$ cat src/rtl/axi_rw_arb_if.sv
// Handshake bundle: write/read beat requesters into the arbiter, arbiter out to the async FIFO.
// slave = arbiter side, master = requester/FIFO side.
interface axi_rw_arb_if #(
  parameter int unsigned ID_NUM = 4,
  parameter int unsigned ADDR_W = 12,
  parameter int unsigned DATA_W = 32
);
  localparam int unsigned PW = 1 + ID_NUM + ADDR_W + DATA_W / 8 + DATA_W;

  logic                     wr_vld_i;
  logic                     wr_rdy_o;
  logic                     wr_last_i;
  logic [PW-2:0]            wr_payload_i;
  logic                     rd_vld_i;
  logic                     rd_rdy_o;
  logic                     rd_last_i;
  logic [ID_NUM+ADDR_W-1:0] rd_payload_i;
  logic                     afifo_wvld;
  logic                     afifo_wrdy;
  logic [PW-1:0]            afifo_wpayload;

  modport slave (
    input  wr_vld_i, wr_last_i, wr_payload_i,
    input  rd_vld_i, rd_last_i, rd_payload_i,
    input  afifo_wrdy,
    output wr_rdy_o, rd_rdy_o, afifo_wvld, afifo_wpayload
  );

  modport master (
    output wr_vld_i, wr_last_i, wr_payload_i,
    output rd_vld_i, rd_last_i, rd_payload_i,
    output afifo_wrdy,
    input  wr_rdy_o, rd_rdy_o, afifo_wvld, afifo_wpayload
  );
endinterface

$ cat src/rtl/axi_rw_arb.sv
// Burst-locked read/write arbiter feeding an async-FIFO write port through a one-entry slot.
// Tie policy: round-robin by default; write always wins ties when AXI_ARB_WR_PRIO_EN is defined.
module axi_rw_arb #(
  parameter int unsigned ID_NUM = 4,
  parameter int unsigned ADDR_W = 12,
  parameter int unsigned DATA_W = 32
) (
  input  logic        ACLK_i,
  input  logic        ARESETn_i,
  axi_rw_arb_if.slave io_bus,
  output logic [1:0]  arb_state_o,
  output logic [8:0]  arb_beat_cnt_o
);

  localparam int unsigned PW = 1 + ID_NUM + ADDR_W + DATA_W / 8 + DATA_W;
  localparam int unsigned ZW = DATA_W / 8 + DATA_W;
  localparam logic [8:0]  CntMax = 9'd256;

  typedef enum logic [1:0] {
    StIdle  = 2'b00,
    StWrGnt = 2'b01,
    StRdGnt = 2'b10
  } arb_state_e;

  arb_state_e    r_state;
  arb_state_e    w_state_d;
  logic          r_vld;
  logic [PW-1:0] r_payload;
  logic [8:0]    r_cnt;
  logic          w_slot_free;
  logic          w_wr_rdy;
  logic          w_rd_rdy;
  logic          w_wr_acc;
  logic          w_rd_acc;
  logic          w_tie_wr;

  assign w_slot_free = !r_vld || io_bus.afifo_wrdy;
  assign w_wr_acc    = io_bus.wr_vld_i && w_wr_rdy;
  assign w_rd_acc    = io_bus.rd_vld_i && w_rd_rdy;

`ifdef AXI_ARB_WR_PRIO_EN
  assign w_tie_wr = 1'b1;
`else
  // Set when the most recent grant went to the write side; reset favours write first.
  logic r_last_wr;

  assign w_tie_wr = !r_last_wr;

  always_ff @(posedge ACLK_i or negedge ARESETn_i) begin
    if (!ARESETn_i) begin
      r_last_wr <= 1'b0;
    end else if (r_state == StIdle && w_state_d != StIdle) begin
      r_last_wr <= (w_state_d == StWrGnt);
    end
  end
`endif

  always_ff @(posedge ACLK_i or negedge ARESETn_i) begin
    if (!ARESETn_i) begin
      r_state <= StIdle;
    end else begin
      r_state <= w_state_d;
    end
  end

  always_comb begin
    w_state_d = r_state;
    case (r_state)
      StIdle: begin
        if (io_bus.wr_vld_i && io_bus.rd_vld_i) begin
          w_state_d = w_tie_wr ? StWrGnt : StRdGnt;
        end else if (io_bus.wr_vld_i) begin
          w_state_d = StWrGnt;
        end else if (io_bus.rd_vld_i) begin
          w_state_d = StRdGnt;
        end
      end
      StWrGnt: if (w_wr_acc && io_bus.wr_last_i) w_state_d = StIdle;
      StRdGnt: if (w_rd_acc && io_bus.rd_last_i) w_state_d = StIdle;
      default: w_state_d = StIdle;
    endcase
  end

  always_comb begin
    w_wr_rdy = 1'b0;
    w_rd_rdy = 1'b0;
    case (r_state)
      StWrGnt: w_wr_rdy = w_slot_free;
      StRdGnt: w_rd_rdy = w_slot_free;
      default: ;
    endcase
  end

  // Output slot: loads on acceptance, holds while the FIFO stalls, empties when drained.
  always_ff @(posedge ACLK_i or negedge ARESETn_i) begin
    if (!ARESETn_i) begin
      r_vld     <= 1'b0;
      r_payload <= '0;
    end else if (w_wr_acc) begin
      r_vld     <= 1'b1;
      r_payload <= {1'b1, io_bus.wr_payload_i};
    end else if (w_rd_acc) begin
      r_vld     <= 1'b1;
      r_payload <= {1'b0, io_bus.rd_payload_i, {ZW{1'b0}}};
    end else if (io_bus.afifo_wrdy) begin
      r_vld     <= 1'b0;
    end
  end

  // Count survives the bubble cycle so the final burst length is visible once in IDLE.
  always_ff @(posedge ACLK_i or negedge ARESETn_i) begin
    if (!ARESETn_i) begin
      r_cnt <= '0;
    end else if (r_state == StIdle) begin
      r_cnt <= '0;
    end else if ((w_wr_acc || w_rd_acc) && r_cnt != CntMax) begin
      r_cnt <= r_cnt + 9'd1;
    end
  end

  assign io_bus.wr_rdy_o       = w_wr_rdy;
  assign io_bus.rd_rdy_o       = w_rd_rdy;
  assign io_bus.afifo_wvld     = r_vld;
  assign io_bus.afifo_wpayload = r_payload;
  assign arb_state_o           = r_state;
  assign arb_beat_cnt_o        = r_cnt;

endmodule

$ cat src/flat_wrapper.sv
// flat-port wrapper written by rule: the top's interface ports become plain ports
module axi_rw_arb_flat 
#(
  parameter int unsigned ID_NUM = 4,
  parameter int unsigned ADDR_W = 12,
  parameter int unsigned DATA_W = 32
)
  (ACLK_i, ARESETn_i, arb_state_o, arb_beat_cnt_o, io_bus_wr_vld_i, io_bus_wr_last_i, io_bus_wr_payload_i, io_bus_rd_vld_i, io_bus_rd_last_i, io_bus_rd_payload_i, io_bus_afifo_wrdy, io_bus_wr_rdy_o, io_bus_rd_rdy_o, io_bus_afifo_wvld, io_bus_afifo_wpayload);
  axi_rw_arb_if #(.ID_NUM(ID_NUM), .ADDR_W(ADDR_W), .DATA_W(DATA_W)) io_bus_i ();
  input  logic ACLK_i;
  input  logic ARESETn_i;
  output logic [1:0] arb_state_o;
  output logic [8:0] arb_beat_cnt_o;
  input wire logic [$bits(io_bus_i.wr_vld_i)-1:0] io_bus_wr_vld_i;
  input wire logic [$bits(io_bus_i.wr_last_i)-1:0] io_bus_wr_last_i;
  input wire logic [$bits(io_bus_i.wr_payload_i)-1:0] io_bus_wr_payload_i;
  input wire logic [$bits(io_bus_i.rd_vld_i)-1:0] io_bus_rd_vld_i;
  input wire logic [$bits(io_bus_i.rd_last_i)-1:0] io_bus_rd_last_i;
  input wire logic [$bits(io_bus_i.rd_payload_i)-1:0] io_bus_rd_payload_i;
  input wire logic [$bits(io_bus_i.afifo_wrdy)-1:0] io_bus_afifo_wrdy;
  output wire logic [$bits(io_bus_i.wr_rdy_o)-1:0] io_bus_wr_rdy_o;
  output wire logic [$bits(io_bus_i.rd_rdy_o)-1:0] io_bus_rd_rdy_o;
  output wire logic [$bits(io_bus_i.afifo_wvld)-1:0] io_bus_afifo_wvld;
  output wire logic [$bits(io_bus_i.afifo_wpayload)-1:0] io_bus_afifo_wpayload;
  assign io_bus_i.wr_vld_i = io_bus_wr_vld_i;
  assign io_bus_i.wr_last_i = io_bus_wr_last_i;
  assign io_bus_i.wr_payload_i = io_bus_wr_payload_i;
  assign io_bus_i.rd_vld_i = io_bus_rd_vld_i;
  assign io_bus_i.rd_last_i = io_bus_rd_last_i;
  assign io_bus_i.rd_payload_i = io_bus_rd_payload_i;
  assign io_bus_i.afifo_wrdy = io_bus_afifo_wrdy;
  assign io_bus_wr_rdy_o = io_bus_i.wr_rdy_o;
  assign io_bus_rd_rdy_o = io_bus_i.rd_rdy_o;
  assign io_bus_afifo_wvld = io_bus_i.afifo_wvld;
  assign io_bus_afifo_wpayload = io_bus_i.afifo_wpayload;
  axi_rw_arb #(.ID_NUM(ID_NUM), .ADDR_W(ADDR_W), .DATA_W(DATA_W)) u_core (.ACLK_i(ACLK_i), .ARESETn_i(ARESETn_i), .io_bus(io_bus_i), .arb_state_o(arb_state_o), .arb_beat_cnt_o(arb_beat_cnt_o));
endmodule
$ cat config.mk
export PLATFORM = sky130hd
export DESIGN_NAME = axi_rw_arb_flat
export DESIGN_NICKNAME = d
export VERILOG_FILES = /design/src/rtl/axi_rw_arb_if.sv /design/src/rtl/axi_rw_arb.sv /design/src/flat_wrapper.sv
export SDC_FILE = /design/constraint.sdc
export NUM_CORES = 1
export LEC_CHECK = 0
export BUFFER_PORTS_ARGS = -buffer_cell sky130_fd_sc_hd__buf_2
export CORE_UTILIZATION = 42
export CTS_BUF_LIST = sky130_fd_sc_hd__clkbuf_4 sky130_fd_sc_hd__clkbuf_8
export DETAILED_ROUTE_END_ITERATION = 10
export PLACE_DENSITY = 0.84
export SKIP_LAST_GASP = 1
export SLEW_MARGIN = 20
export SYNTH_ARGS = -nofsm -noshare
export SYNTH_HDL_FRONTEND = slang
export SYNTH_SLANG_ARGS = --single-unit
$ cat constraint.sdc
create_clock -name ACLK_i -period 1.7 [get_ports ACLK_i]
set_input_delay 0 -clock ACLK_i [delete_from_list [all_inputs] [get_ports ACLK_i]]
set_output_delay 0 -clock ACLK_i [all_outputs]
set_load 0.05 [all_outputs]
Yosys cells after proc, flatten, opt, wreduce, memory -nomap -nowiden
Index checks and enable logic that the tools add are counted.
{"block": "totals", "word_cells": 41, "in_bits": 75, "latch_bits": 0, "rom_bits": 0, "ramBits": 0, "ff_bits": 66, "memories": 0}
{"block": "classes", "eq_ne": 4, "n_mul": 0, "add_sub_neg": 1, "shift": 0, "n_mux": 16, "div": 0, "n_bitwise": 0, "n_reduce_logical": 15, "magnitude_cmp": 0}
{"cell": "$mux 53", "count": 2}
{"cell": "$mux 9", "count": 2}
{"cell": "$mux 2", "count": 6}
{"cell": "$add 9x1->9 const B", "count": 1}
{"cell": "$ne 9x9->1 const B", "count": 1}
{"cell": "$logic_and 1x1->1", "count": 7}
{"cell": "$pmux 2 s3", "count": 1}
{"cell": "$reduce_bool 2->1", "count": 3}
{"cell": "$mux 1", "count": 5}
{"cell": "$eq 2x1->1 const B", "count": 2}
{"cell": "$reduce_bool 3->1", "count": 1}
{"cell": "$eq 2x2->1 const B", "count": 1}
{"cell": "$logic_not 2->1", "count": 1}
{"cell": "$logic_or 1x1->1", "count": 2}
{"cell": "$logic_not 1->1", "count": 1}

Depth between registers and ports, before layout
{"block": "depth", "ltp_word": 9, "ltp_mapped": 7, "mapped_depth_nobuf": 5}

Worst setup path before layout
Ideal clock, no wire load.
{"block": "synth_path", "path_type": "register to register", "startpoint": "reg u_core.r_state[0] (netlist: u_core.arb_state_o[0])", "endpoint": "reg u_core.r_cnt[6] (netlist: u_core.arb_beat_cnt_o[6])", "required_time_ns": 1.622, "setup_time_ns": 0.078, "arrival_time_ns": 1.932, "synth_period_minus_slack_ns": 2.010, "setup_slack_ns": -0.310, "stages_incl_launch_ff": 7, "cell_sequence": "dfrtp_1 -> buf_4 -> nand3b_1 -> a21o_1 -> buf_6 -> or4_1 -> a21oi_1"}
{"block": "synth_via", "elab_chain_len": 6}
{"element": "start, declared", "line": "axi_rw_arb.sv:25", "text": "arb_state_e r_state;"}
{"element": "start signal, assigned", "line": "axi_rw_arb.sv:60", "text": "r_state <= StIdle;"}
{"element": "start signal, assigned", "line": "axi_rw_arb.sv:62", "text": "r_state <= w_state_d;"}
{"element": "$eq 2x1->1 or $eq 2x2->1 (tied branches)", "line": "axi_rw_arb.sv:87", "text": "case (r_state)"}
{"element": "$mux 1", "line": "axi_rw_arb.sv:87"}
{"element": "$logic_and 1x1->1, on equally long branches", "line": "axi_rw_arb.sv:38, axi_rw_arb.sv:39"}
{"element": "$logic_or 1x1->1", "line": "axi_rw_arb.sv:116", "text": "end else if ((w_wr_acc || w_rd_acc) && r_cnt != CntMax) begin"}
{"element": "$logic_and 1x1->1", "line": "axi_rw_arb.sv:116"}
{"element": "$reduce_bool 2->1 (no source line)"}
{"element": "end signal, assigned", "line": "axi_rw_arb.sv:117", "text": "r_cnt <= r_cnt + 9'd1;"}
{"element": "end, declared", "line": "axi_rw_arb.sv:29", "text": "logic [8:0] r_cnt;"}
Several ways; a longest one is shown, not always the timed one.
A chain may end at the register's enable or synchronous reset.

Worst setup path after layout
{"block": "layout_path", "startpoint": "reg u_core.r_state[1] (netlist: u_core.arb_state_o[1])", "endpoint": "reg u_core.r_payload[51] (netlist: u_core.io_bus.afifo_wpayload[51])"}
{"block": "layout_via", "elab_chain_len": 4}
{"element": "$eq 2x1->1 or $eq 2x2->1 (tied branches)", "line": "axi_rw_arb.sv:87"}
{"element": "$mux 1", "line": "axi_rw_arb.sv:87"}
{"element": "$logic_and 1x1->1, on equally long branches", "line": "axi_rw_arb.sv:38, axi_rw_arb.sv:39"}
{"element": "$mux 53 or $reduce_bool 2->1 (tied branches)"}
{"element": "end signal, assigned", "line": "axi_rw_arb.sv:101", "text": "r_payload <= {1'b1, io_bus.wr_payload_i};"}
{"element": "end signal, assigned", "line": "axi_rw_arb.sv:104", "text": "r_payload <= {1'b0, io_bus.rd_payload_i, {ZW{1'b0}}};"}
{"element": "end, declared", "line": "axi_rw_arb.sv:28", "text": "logic [PW-1:0] r_payload;"}
Several ways; a longest one is shown, not always the timed one.

==> key figures <==
Status
  – Status: completed

Synthesis
  – Dominant synthesized flop cell: dfrtp_1
  – Synth Warn #: 0
  – Synth Area in XOR/XNOR: 0.00634
  – Mapped Cells: 233
  – Yosys cell types: 34
  – Sequential fraction of the synthesis area: 0.598
  – Top cell type's share of synthesized area: 0.598
  – Syn Area/Cell: 11.9 µm²
  – Mapped Area: 0.00276 mm²
  – Adder-cell share of the synthesized area: 0.00906
  – Asr flop ratio synth: 1.00
  – Leading area contributor after synthesis: dfrtp_1
  – Complex-gate fraction of the synthesized area: 0.193
  – Largest family of logic cells by synthesized area: compound AO/OA/AOI/OAI gates
  – Post-synth net total: 310
  – Synth top area cells: dfrtp_1 60%, a22o_1 12%, mux2i_1 6.5%
  – Multiplexer share of the synthesized area: 0.0652
  – Synth Area in Simple Gates: 0.0969
  – Number of flops mapped to enable cells by yosys: 0
  – Seq cells post-synth: 66

Floorplanning
  – Cell Rows: 29
  – Die Width: 83.1 µm
  – Die Footprint: 0.00691 mm²
  – Top-level I/O count: 142
  – Initial core utilization: 0.435
  – Die Ht: 83.1 µm
  – Placeable core area: 0.00635 mm²

Global route
  – GR Util met2: 0.431
  – Met1 usage: 0.309
  – Largest net degree at the start of global routing: 67
  – First-pass GRT wire length: 13.9 mm
  – GRT overflow: 0
  – Initial antenna violation count: 0
  – Total track usage: 0.255
  – GRT met3 Usage: 0.0686
  – Number of global-route vias before repair: 2,882
  – Global route hottest layer: met2

Pwr
  – Worst VDD drop: 1.52 mV
  – Pleak: 2.32 nW
  – Clk pwr share: 0.177
  – Switching Power: 4.58 mW
  – Power after layout: 9.18 mW
  – Comb pwr share: 0.533
  – Pint: 4.60 mW
  – Pwr per Cell Area: 2020 mW/mm²
  – Sw frac: 0.499
  – Reg power frac: 0.289

Cells and area
  – Layout cell share with drive strength beyond 1: 0.388
  – Final Net Count: 526
  – Area Overhead vs Synth: 64.7%
  – Number of inserted diodes: 0
  – Commonest cells after routing, fill and taps aside: 141 x buf_2, 71 x dlygate4sd3_1, 61 x dfrtp_1
  – Most common cell after layout, fill and taps aside: buf_2
  – Final Non-Filler Cells: 531

Clock network
  – Clock Tree Root: clkbuf_8
  – Setup bufs post-CTS: 0
  – H-tree Lvls: 3
  – CTS sink cnt: 66
  – CTS tree: yes
  – Clock buffer depth: 2
  – Total CTS buffers: 9
  – Clk slew on worst S/H paths: 80 ps
  – Skew-Pair Late Insertion Delay: 330 ps

Critical path
  – Required time of the worst setup path: 1890 ps
  – Crit-path slowest cell: dfrtp_2
  – Worst-path fanout max: 23
  – FF-to-FF path depth: 5
  – Startpoint types: flip-flop
  – CP max stage delay: 440 ps
  – Kind of end point of the critical path: flip-flop
  – Crit Path Category: flip-flop to flip-flop
  – WP data arrival: 1810 ps
  – Crit path cell chain: buf_4 -> and4b_2 -> buf_12 -> mux2i_2 -> o21ai_0

Timing
  – Worst-margin pin slew: 381 ps
  – RSZ-0062 raised after global routing: yes
  – Fin Clk Skew: 9.45 ps
  – TNS Setup: 0 ps
  – Max-slew headroom: 0.744
  – Fin crit share: 0.953
  – Setup ws final: 79.6 ps
  – Maximum clock frequency: 617 MHz
  – Fin crit period: 1620 ps
  – Final Hold Violating Endpoints: 0
  – Final Setup Violations: 0
  – Fin. max-slew vios: 0

Min path
  – Hold Path Cell Cnt: 4
  – Hold WC Path Type: input port to flip-flop

Detailed routing
  – DRT Pass-1 Iters: 4
  – Per-cell routed wire length: 15.9 µm
  – Iteration-0 DRC Markers: 144
  – WL final: 8.43 mm
  – DRC viols: 0
  – Antenna Nets Post-Route: 0
  – Drt via density: 5.25
  – Routed vias: 2,788

Place
  – Cells after DPL: 444
  – IO buf count: 141
  – Post-DP HPWL: 4.55 mm
  – Gpl congestion: 0.791
  – Pre-CTS WS: 104 ps

Job
  – Max-cap violation count: 0
power by group through the flow:
stage	Sequential (mW)	Combinational (mW)	Clock (mW)
after floorplan	4.84	1.38	0
after global placement	2.61	4.64	0
after detailed placement	2.63	4.73	0
after CTS	2.62	4.85	1.66
after global routing	2.73	5.15	1.74
final	2.66	4.90	1.63
worst paths after layout:
check                      slack (ps)                                    startpoint                                            to
min                                10                              io_bus_rd_last_i               u_core.arb_state_o[1]$_DFF_PN0_
min reg2reg                       490  u_core.io_bus.afifo_wpayload[47]$_DFFE_PN0P_  u_core.io_bus.afifo_wpayload[47]$_DFFE_PN0P_
max reg2reg                        80               u_core.arb_state_o[1]$_DFF_PN0_  u_core.io_bus.afifo_wpayload[51]$_DFFE_PN0P_
max in group asynchronous        1200                                     ARESETn_i  u_core.io_bus.afifo_wpayload[14]$_DFFE_PN0P_
max                                80               u_core.arb_state_o[1]$_DFF_PN0_  u_core.io_bus.afifo_wpayload[51]$_DFFE_PN0P_
min in group asynchronous         200                                     ARESETn_i          u_core.arb_beat_cnt_o[3]$_DFFE_PN0P_
sequential cells by signal (all words and copies together) (netlist names):
| signal | count |
|---|---|
| u_core.io_bus.afifo_wpayload | 53 |
| u_core.arb_beat_cnt_o | 9 |
| u_core.arb_state_o | 2 |
| u_core.io_bus.afifo_wvld | 1 |
| u_core.r_last_wr | 1 |
critical path, delay by kind of cell (launching register included):
family                 cells  cell delay [ps]
DFF                        1              440
buffers and inverters      2              370
and+or+nand+nor            1              320
muxes                      1              240
AOI/OAI and AO/OA          1              110
Yosys cell counts (all sizes together), types with 2 or more instances:
| master | n |
|---|---|
| a211oi | 3 |
| a21o | 2 |
| a21oi | 7 |
| a22o | 37 |
| buf | 9 |
| clkbuf | 7 |
| dfrtp | 66 |
| ha | 2 |
| inv | 2 |
| mux2i | 18 |
| nand2 | 25 |
| nand3 | 6 |
| nand3b | 2 |
| nor2 | 9 |
| o21ai | 17 |
| o31ai | 4 |
| or4 | 3 |
| xnor2 | 2 |
final cells by class:
type                       count  area [µm²]
clock buffer                   9         124
clock inverter                 7         125
fill                         434        1800
inverter                       2        7.51
multi-input combinational    149        1030
sequential                    66        1660
tap                           77        96.3
timing repair buffer         221        1510
cells by family after synthesis:
group,after synthesis
AOI/OAI and AO/OA,73
muxes,18
buffers and inverters,18
xor gates and xnor gates,2
DFF,66
adders and majority gates,2
and+or+nand+nor,54
what timing repair did:
action	in CTS	in global routing
hold buffers	71	0
endpoints found under the setup margin	0	2
gates resized for setup	0	1
hold endpoints to repair	120	0
stage by stage:
step / cell area [µm²] / hold WS (ps) / utilization
after global routing: 4550 / 15.0 / 0.717
after global placement: 3590 / 36.3 / 0.565
after CTS: 4550 / 0.742 / 0.716
final: 4550 / 9.88 / 0.717
after floorplan: 2780 / -296 / -
after detailed placement: 3590 / 42.7 / 0.565
layer usage:
metal / wire length (µm) / up-vias
met5: 0 / -
met4: 151 / 0
met3: 543 / 19
met2: 4310 / 123
met1: 3430 / 1365
li1: - / 1281
Note: power is estimated with default switching activity, not from simulation.
